## config.mk

```make
export PLATFORM = sky130hd
export DESIGN_NAME = rr_octal_arbiter
export DESIGN_NICKNAME = d
export VERILOG_FILES = /design/src/rtl/rr_octal_arbiter.sv
export SDC_FILE = /design/constraint.sdc
export NUM_CORES = 1
export LEC_CHECK = 0
export ABC_AREA = 1
export BUFFER_PORTS_ARGS = -buffer_cell sky130_fd_sc_hd__buf_2
export CAP_MARGIN = 20
export CORE_MARGIN = 2
export CORE_UTILIZATION = 45
export CTS_BUF_LIST = sky130_fd_sc_hd__clkbuf_2 sky130_fd_sc_hd__clkbuf_4 sky130_fd_sc_hd__clkbuf_8
export DETAILED_ROUTE_END_ITERATION = 16
export GPL_ROUTABILITY_DRIVEN = 0
export SYNTH_ARGS = -nofsm -noshare
export SYNTH_HDL_FRONTEND = slang
export SYNTH_SLANG_ARGS = --single-unit
export TNS_END_PERCENT = 20
```

## constraint.sdc

```tcl
create_clock -name clk -period 4.7 [get_ports clk]
set_clock_uncertainty 0.05 [all_clocks]
set_input_delay 0.94 -clock clk [delete_from_list [all_inputs] [get_ports clk]]
set_output_delay 0.94 -clock clk [all_outputs]
set_load 0.01 [all_outputs]
```

## src/rtl/rr_octal_arbiter.sv

```systemverilog
// Round-robin arbiter for eight requesters sharing one resource.
// Registered one-hot grant plus binary index; a hold timer forces release so no requester starves.
module rr_octal_arbiter #(
  parameter int MAX_HOLD = 15,
  parameter int CNT_W    = 8
) (
  input  logic       clk,
  input  logic       rst_n,
  input  logic [7:0] req,
  output logic [7:0] gnt,
  output logic [2:0] gnt_id,
  output logic       gnt_valid,
  output logic       timeout
);

  typedef enum logic {IDLE, GRANT} state_t;

  localparam logic [CNT_W-1:0] HOLD_LAST = CNT_W'(MAX_HOLD - 1);

  state_t           state_reg, state_next;
  logic [2:0]       ptr_reg, ptr_next;
  logic [CNT_W-1:0] hold_cnt_reg, hold_cnt_next;
  logic [7:0]       gnt_reg, gnt_next;
  logic [2:0]       gnt_id_reg, gnt_id_next;
  logic             timeout_reg, timeout_next;

  logic [7:0] req_rot;
  logic [2:0] sel_off;
  logic [2:0] sel;

  // Rotate req so that bit 0 of req_rot is the requester at ptr.
  genvar gi;
  generate
    for (gi = 0; gi < 8; gi++) begin : g_rot
      logic [2:0] idx;
      assign idx        = ptr_reg + 3'(gi);
      assign req_rot[gi] = req[idx];
    end
  endgenerate

  // Lowest set bit of the rotated vector wins; descending scan keeps the last hit.
  always_comb begin
    sel_off = 3'd0;
    for (int i = 7; i >= 0; i--) begin
      if (req_rot[i]) sel_off = 3'(i);
    end
  end

  assign sel = ptr_reg + sel_off;

  always_comb begin
    state_next    = state_reg;
    ptr_next      = ptr_reg;
    hold_cnt_next = hold_cnt_reg;
    gnt_next      = gnt_reg;
    gnt_id_next   = gnt_id_reg;
    timeout_next  = 1'b0;
    case (state_reg)
      IDLE: begin
        if (|req) begin
          gnt_next      = 8'd1 << sel;
          gnt_id_next   = sel;
          hold_cnt_next = '0;
          ptr_next      = sel + 3'd1;
          state_next    = GRANT;
        end
      end
      GRANT: begin
        if (!req[gnt_id_reg]) begin
          gnt_next    = 8'd0;
          gnt_id_next = 3'd0;
          state_next  = IDLE;
        end else if (hold_cnt_reg == HOLD_LAST) begin
          gnt_next     = 8'd0;
          gnt_id_next  = 3'd0;
          timeout_next = 1'b1;
          state_next   = IDLE;
        end else begin
          hold_cnt_next = hold_cnt_reg + 1'b1;
        end
      end
      default: state_next = IDLE;
    endcase
  end

  always_ff @(posedge clk or negedge rst_n) begin
    if (!rst_n) begin
      state_reg    <= IDLE;
      ptr_reg      <= 3'd0;
      hold_cnt_reg <= '0;
      gnt_reg      <= 8'd0;
      gnt_id_reg   <= 3'd0;
      timeout_reg  <= 1'b0;
    end else begin
      state_reg    <= state_next;
      ptr_reg      <= ptr_next;
      hold_cnt_reg <= hold_cnt_next;
      gnt_reg      <= gnt_next;
      gnt_id_reg   <= gnt_id_next;
      timeout_reg  <= timeout_next;
    end
  end

  assign gnt       = gnt_reg;
  assign gnt_id    = gnt_id_reg;
  assign gnt_valid = |gnt_reg;
  assign timeout   = timeout_reg;

endmodule

```

==> results of run 1 <==
[worst max-delay path, delay by kind of cell, from the launching register on]
family / cells / cell delay (ps)
AOI/OAI and AO/OA: 2 / 250
xor gates and xnor gates: 1 / 270
adders and majority gates: 4 / 1200
DFF: 1 / 660
buffers and inverters: 5 / 440
and+or+nand+nor: 11 / 850
[layout make-up]
class | instances | area (um2)
multi-input cells | 211 | 1286
repair buffers | 22 | 110.1
fillers | 435 | 2115
clock buffers | 4 | 55.05
well taps | 52 | 65.06
flip-flops and latches | 24 | 600.6
inverters | 30 | 122.6
[cells in the mapped netlist]
cell | instances | area share [%]
nor4_2 | 1 | 0.61
nor2_8 | 2 | 2.0
nand3_1 | 20 | 4.9
nand4_1 | 4 | 1.2
inv_4 | 1 | 0.31
inv_1 | 25 | 4.6
dfrtp_1 | 24 | 29
xor2_1 | 8 | 3.4
buf_2 | 1 | 0.24
a21boi_0 | 1 | 0.37
ha_1 | 10 | 6.1
o22ai_1 | 2 | 0.61
o21ai_0 | 10 | 2.4
inv_2 | 3 | 0.55
nand2_4 | 7 | 3.9
o21bai_1 | 1 | 0.37
nand3_2 | 10 | 4.9
nor2_4 | 2 | 1.1
nand3_4 | 1 | 0.86
o21ai_1 | 2 | 0.49
inv_8 | 1 | 0.55
nand2_2 | 17 | 5.2
nor2_2 | 2 | 0.61
nor3_1 | 4 | 0.98
buf_6 | 2 | 1.1
xor2_2 | 1 | 0.80
xnor2_1 | 4 | 1.7
a22o_1 | 1 | 0.43
fa_1 | 1 | 0.98
nand2_1 | 78 | 14
o21ai_2 | 2 | 0.86
nor2_1 | 19 | 3.5
buf_4 | 1 | 0.37
nor4_1 | 1 | 0.31
[per-stage QoR]
step | hold slack (ps) | setup slack [ps] | instance area, um2
floorplan | 441.9 | 1312 | 2044
global placement | 440.2 | 832.6 | 2185
detailed placement | 437.5 | 820.5 | 2185
CTS | 463.0 | 796.5 | 2240
global route | 491.8 | 442.1 | 2240
finish | 465.6 | 822.4 | 2240
[how the worst min path moves through the flow]
stage                             endpoint  cells past startpoint  slack (ps)
2_1_floorplan  hold_cnt_reg[7]$_DFFE_PN0P_                      2         440
3_3_place_gp            gnt[4]$_DFFE_PN0P_                      2         440
3_5_place_dp            gnt[3]$_DFFE_PN0P_                      2         440
4_1_cts                 gnt[4]$_DFFE_PN0P_                      2         460
5_1_grt                 gnt[6]$_DFFE_PN0P_                      2         490
6_report                gnt[4]$_DFFE_PN0P_                      2         470
[routing by layer]
layer,part of all wire [%],routed length (um)
met5,0,0
met4,0.94,39
met3,1.5,63
met2,49,2023
met1,49,2034
[logic make-up after synthesis]
| group | count (synthesis) | share of synthesized area, % |
|---|---|---|
| adders and majority gates | 11 | 7.099 |
| xor gates and xnor gates | 13 | 5.937 |
| and+or+nand+nor | 168 | 44.31 |
| buffers and inverters | 34 | 7.711 |
| AOI/OAI and AO/OA | 19 | 5.570 |
| DFF | 24 | 29.38 |
==> results.sh, run 1 <==
export IMPL_status="finished clean"
export IMPL_max_cap_viol_count=0
export IMPL_routedWlPerCell_um=12.13
export IMPL_synth_cell_type_count=34
export IMPL_cp_max_fo=11
export IMPL_ys_warnings_count=0
export IMPL_critPathLaunch="ptr_reg[0]$_DFFE_PN0P_"
export IMPL_crit_path_top_delay_cell="dfrtp_1"
export IMPL_dp_hpwl_mm=3.382
export IMPL_antenna_cells=0
export IMPL_crit_arrival_ps=3950
export IMPL_layout_min_cycle_time_ps=3878
export IMPL_setup_viol=0
export IMPL_area_delta_synth_final_pct=9.547
export IMPL_yosysSeqAreaShare_pct=29.38
export IMPL_cts_root_buf="clkbuf_8"
export IMPL_dieArea_um2=5099
export IMPL_fp_dieW_um=71.41
export IMPL_drive_gt1_share_pct=26.12
export IMPL_r2r_start="ptr_reg[0]$_DFFE_PN0P_"
export IMPL_met1_usage_pct=23.30
export IMPL_io_pins=23
export IMPL_layout_common_cells="nand2_1, inv_1, dfrtp_1"
export IMPL_start_kind="flip-flop"
export IMPL_finalCritPeriodShare_pct=82.50
export IMPL_slew_violations=0
export IMPL_required_ps=4770
export IMPL_drt_iter0_drc=79
export IMPL_hp_class="reg2reg"
export IMPL_syn_num_nets=290
export IMPL_worstSetupEndpoint="ptr_reg[2]$_DFFE_PN0P_"
export IMPL_rsz0062_at_grt="false"
export IMPL_hp_start="gnt[4]$_DFFE_PN0P_"
export IMPL_use_met3_pct=1.266
export IMPL_end_kind="flip-flop"
export IMPL_grt_pass1_wl_mm=7.438
export IMPL_htreeDepth=1
export IMPL_path_cells="inv_8 -> ha_1 -> inv_2 -> nand3_2 -> nand3_1 -> nand2_1 -> nand3_1 -> nand2_1 -> nand2_1 -> nand2_1 -> nand2_1 -> a21boi_0 -> ha_1 -> inv_1 -> fa_1 -> xor2_1 -> inv_1 -> nand3_4 -> nand2_4 -> inv_1 -> ha_1 -> nand2_1 -> o21ai_0"
export IMPL_antenna_found_initial=0
export IMPL_grt_busiest_layer="met2"
export IMPL_place_inst=339
export IMPL_reg2reg_slack_ps=820
export IMPL_vias=1686
export IMPL_grt_max_degree=25
export IMPL_grt_overflow_total=0
export IMPL_setup_tns_ps=0
export IMPL_clk_pin_slew_worst_paths_ps=80
export IMPL_cts_sink_count=24
export IMPL_row_count=24
export IMPL_cts_hold_fix_buffers=0
export IMPL_slew_headroom_pct=61.62
export IMPL_start_util_pct=46.95
export IMPL_die_h_um=71.41
export IMPL_critPathKind="reg2reg"
export IMPL_cts_max_path_buffers=2
export IMPL_timing_rr_end="ptr_reg[2]$_DFFE_PN0P_"
export IMPL_cts_tree="yes"
export IMPL_fin_cells=343
export IMPL_hold_viol=0
export IMPL_syn_cell_area_um2=2044
export IMPL_routed_wirelength_mm=4.161
export IMPL_drcViolationCount=0
export IMPL_track_usage_pct=17.96
export IMPL_first_global_vias=1703
export IMPL_use_met2_pct=32.51
export IMPL_cp_common_cell="nand2_1"
export IMPL_ys_ff_latch=24
export IMPL_crit_path_max_incr_delay_ps=660
export IMPL_fin_util_pct=51.44
export IMPL_final_common_cell="nand2_1"
export IMPL_coreArea_um2=4354
export IMPL_cts_resized=0
export IMPL_clk_latency_ps=260
export IMPL_r2r_cells=23
export IMPL_ant_nets=0
export IMPL_synth_cells=269
export IMPL_drt_pre_antenna_iters=4
export IMPL_worstMarginPinSlew_ps=575.2
export IMPL_nets=313
export IMPL_post_cts_buffers=0
export IMPL_portBuffers=22
export IMPL_syn_area_per_cell_um2=7.600
export IMPL_numCtsBuffers=3
export IMPL_viasPerCell=4.915
export IMPL_timing_fmax_ghz=0.2579
Power of run 1 is not shown: default switching activity piles up to over one toggle a cycle in this logic, so the estimate is an artifact.
==> run 2: changes to the inputs <==
Settings changed: ABC_AREA 1 to 0, PLACE_DENSITY set to 0.67.
Clock period 4.7 ns to 3.15 ns, I/O delays scaled along.
==> results.sh, run 2 <==
export IMPL_status="finished, violations left"
export IMPL_violations="setup timing"
export IMPL_cts_sink_count=24
export IMPL_routed_wirelength_mm=4.800
export IMPL_syn_area_per_cell_um2=10.58
export IMPL_fin_util_pct=62.55
export IMPL_hold_viol=0
export IMPL_area_delta_synth_final_pct=30.63
export IMPL_grt_overflow_total=0
export IMPL_synth_top_family_by_area="multiplexers"
export IMPL_layout_min_cycle_time_ps=3495
export IMPL_htreeDepth=1
export IMPL_nFillCells=330
export IMPL_fin_ws_ps=-344.8
export IMPL_layout_common_cells="buf_4, dfrtp_1, buf_2"
export IMPL_drcViolationCount=0
export IMPL_routedWlPerCell_um=16.16
export IMPL_grt_max_degree=25
export IMPL_fin_cells=297
export IMPL_antenna_cells=0
export IMPL_yosysSeqAreaShare_pct=30.69
export IMPL_worstMarginPinSlew_ps=877.2
export IMPL_rsz0062_at_grt="true"
export IMPL_timing_rr_end="gnt[3]$_DFFE_PN0P_"
export IMPL_timing_hold_ws_ps=286.3
export IMPL_cts_tree="yes"
export IMPL_synth_most_common_cell="dfrtp_1"
export IMPL_portBuffers=22
export IMPL_crit_path_top_delay_cell="fa_2"
export IMPL_register_area_um2=601.8
export IMPL_place_inst=293
export IMPL_clk_latency_ps=260
export IMPL_crit_path_max_incr_delay_ps=530
export IMPL_yosys_top_cells_area="dfrtp_1, mux4_1, ha_1, mux4_2, xor2_1"
export IMPL_crit_buf_inv=3
export IMPL_vias=1739
export IMPL_finalCritPeriodShare_pct=110.9
export IMPL_cp_common_cell="ha_2"
export IMPL_drive_gt1_share_pct=44.94
export IMPL_yosysTopAreaCell="dfrtp_1"
export IMPL_dp_hpwl_mm=3.774
export IMPL_synth_cells=185
export IMPL_cts_max_path_buffers=2
export IMPL_setup_viol=11
export IMPL_synth_top_area_share_pct=30.69
export IMPL_slew_headroom_pct=41.52
export IMPL_fp_dieW_um=69.95
export IMPL_nets=270
export IMPL_hp_class="in2async"
export IMPL_viasPerCell=5.855
export IMPL_multi_input_area_um2=1368
export IMPL_antenna_found_initial=0
export IMPL_r2r_cells=13
export IMPL_synth_commonest_cells="dfrtp_1, nand2_1, nor2_1, o21ai_0"
export IMPL_synthSimpleGateAreaFrac_pct=18.48
export IMPL_start_util_pct=47.89
export IMPL_first_global_vias=1745
export IMPL_ant_nets=0
export IMPL_syn_cell_area_um2=1957
export IMPL_dieArea_um2=4892
export IMPL_syn_num_nets=206
export IMPL_end_kind="flip-flop"
export IMPL_ys_warnings_count=0
export IMPL_coreArea_um2=4086
export IMPL_synth_async_reset_ratio_pct=100.0
export IMPL_die_h_um=69.95
export IMPL_setup_tns_ps=-2945
export IMPL_row_count=23
export IMPL_cts_root_buf="clkbuf_8"
export IMPL_track_usage_pct=20.37
export IMPL_ys_ff_latch=24
export IMPL_slew_violations=0
export IMPL_ys_flop_type="dfrtp_1"
export IMPL_synthMuxAreaShare_pct=20.46
export IMPL_cp_max_fo=6
export IMPL_synth_xor_area_share_pct=4.923
export IMPL_start_kind="flip-flop"
export IMPL_synth_compound_area_share_pct=14.64
export IMPL_crit_arrival_ps=3590
export IMPL_cts_hold_fix_buffers=0
export IMPL_final_common_cell="buf_4"
export IMPL_reg2reg_slack_ps=-340
export IMPL_r2r_start="ptr_reg[0]$_DFFE_PN0P_"
export IMPL_synthAdderAreaFrac_pct=7.417
export IMPL_drt_pre_antenna_iters=4
export IMPL_synth_cell_type_count=41
export IMPL_grt_pass1_wl_mm=8.190
export IMPL_synth_edf_count=0
export IMPL_drt_iter0_drc=63
export IMPL_cp_top_family="adder cells"
export IMPL_numCtsBuffers=3
export IMPL_clk_pin_slew_worst_paths_ps=80
export IMPL_timing_fmax_ghz=0.2861
export IMPL_required_ps=3250
export IMPL_io_pins=23
export IMPL_critPathKind="reg2reg"
export IMPL_max_cap_viol_count=0
export IMPL_path_cells="inv_4 -> ha_4 -> mux2i_2 -> mux4_2 -> a211o_1 -> a22oi_2 -> ha_2 -> inv_2 -> fa_2 -> inv_1 -> ha_2 -> and3_1 -> a221o_1"
[run 2: final cells by class]
class,instances,area share (%)
tap,50,2.447
inverter,7,1.224
clock buffer,3,1.615
timing repair buffer,67,17.67
multi-input combinational,146,53.50
sequential,24,23.54
[run 2: cell families after synthesis]
logic type	after synthesis
AOI/OAI and AO/OA	35
xor gates and xnor gates	11
adders and majority gates	11
buffers and inverters	15
DFF	24
muxes	20
and+or+nand+nor	69
[run 2: timing repair]
action / in CTS / in global routing
setup buffers: 0 / 1
endpoints found under the setup margin: 11 / 11
resized for setup: 10 / 4
pin swaps: 2 / 0
[run 2: worst max path at each step]
stage | from | end | slack (ps) | cells after the start
floorplan | ptr_reg[0]$_DFFE_PN0P_ | ptr_reg[2]$_DFFE_PN0P_ | -480 | 17
global placement | req[7] | gnt[3]$_DFFE_PN0P_ | -410 | 14
detailed placement | req[7] | gnt[3]$_DFFE_PN0P_ | -450 | 14
CTS | ptr_reg[0]$_DFFE_PN0P_ | gnt[3]$_DFFE_PN0P_ | -340 | 13
global route | ptr_reg[0]$_DFFE_PN0P_ | ptr_reg[2]$_DFFE_PN0P_ | -480 | 16
finish | ptr_reg[0]$_DFFE_PN0P_ | gnt[3]$_DFFE_PN0P_ | -340 | 13
[run 2: stage by stage]
| step | setup slack, ps | area (um2) |
|---|---|---|
| floorplan | -478.5 | 2012 |
| global placement | -409.7 | 2465 |
| detailed placement | -445.8 | 2465 |
| CTS | -341.8 | 2536 |
| global route | -481.5 | 2556 |
| finish | -344.8 | 2556 |
[run 2: layer usage]
layer  global-route usage (%)  vias up  wire length [um]
li1                         -      833                 -
met1                    25.79      866              2138
met2                    36.61       34              2429
met3                    3.463        6               192
met4                    4.060        0                40
met5                        0        -                 0
Power of run 2 is left out for the same reason.
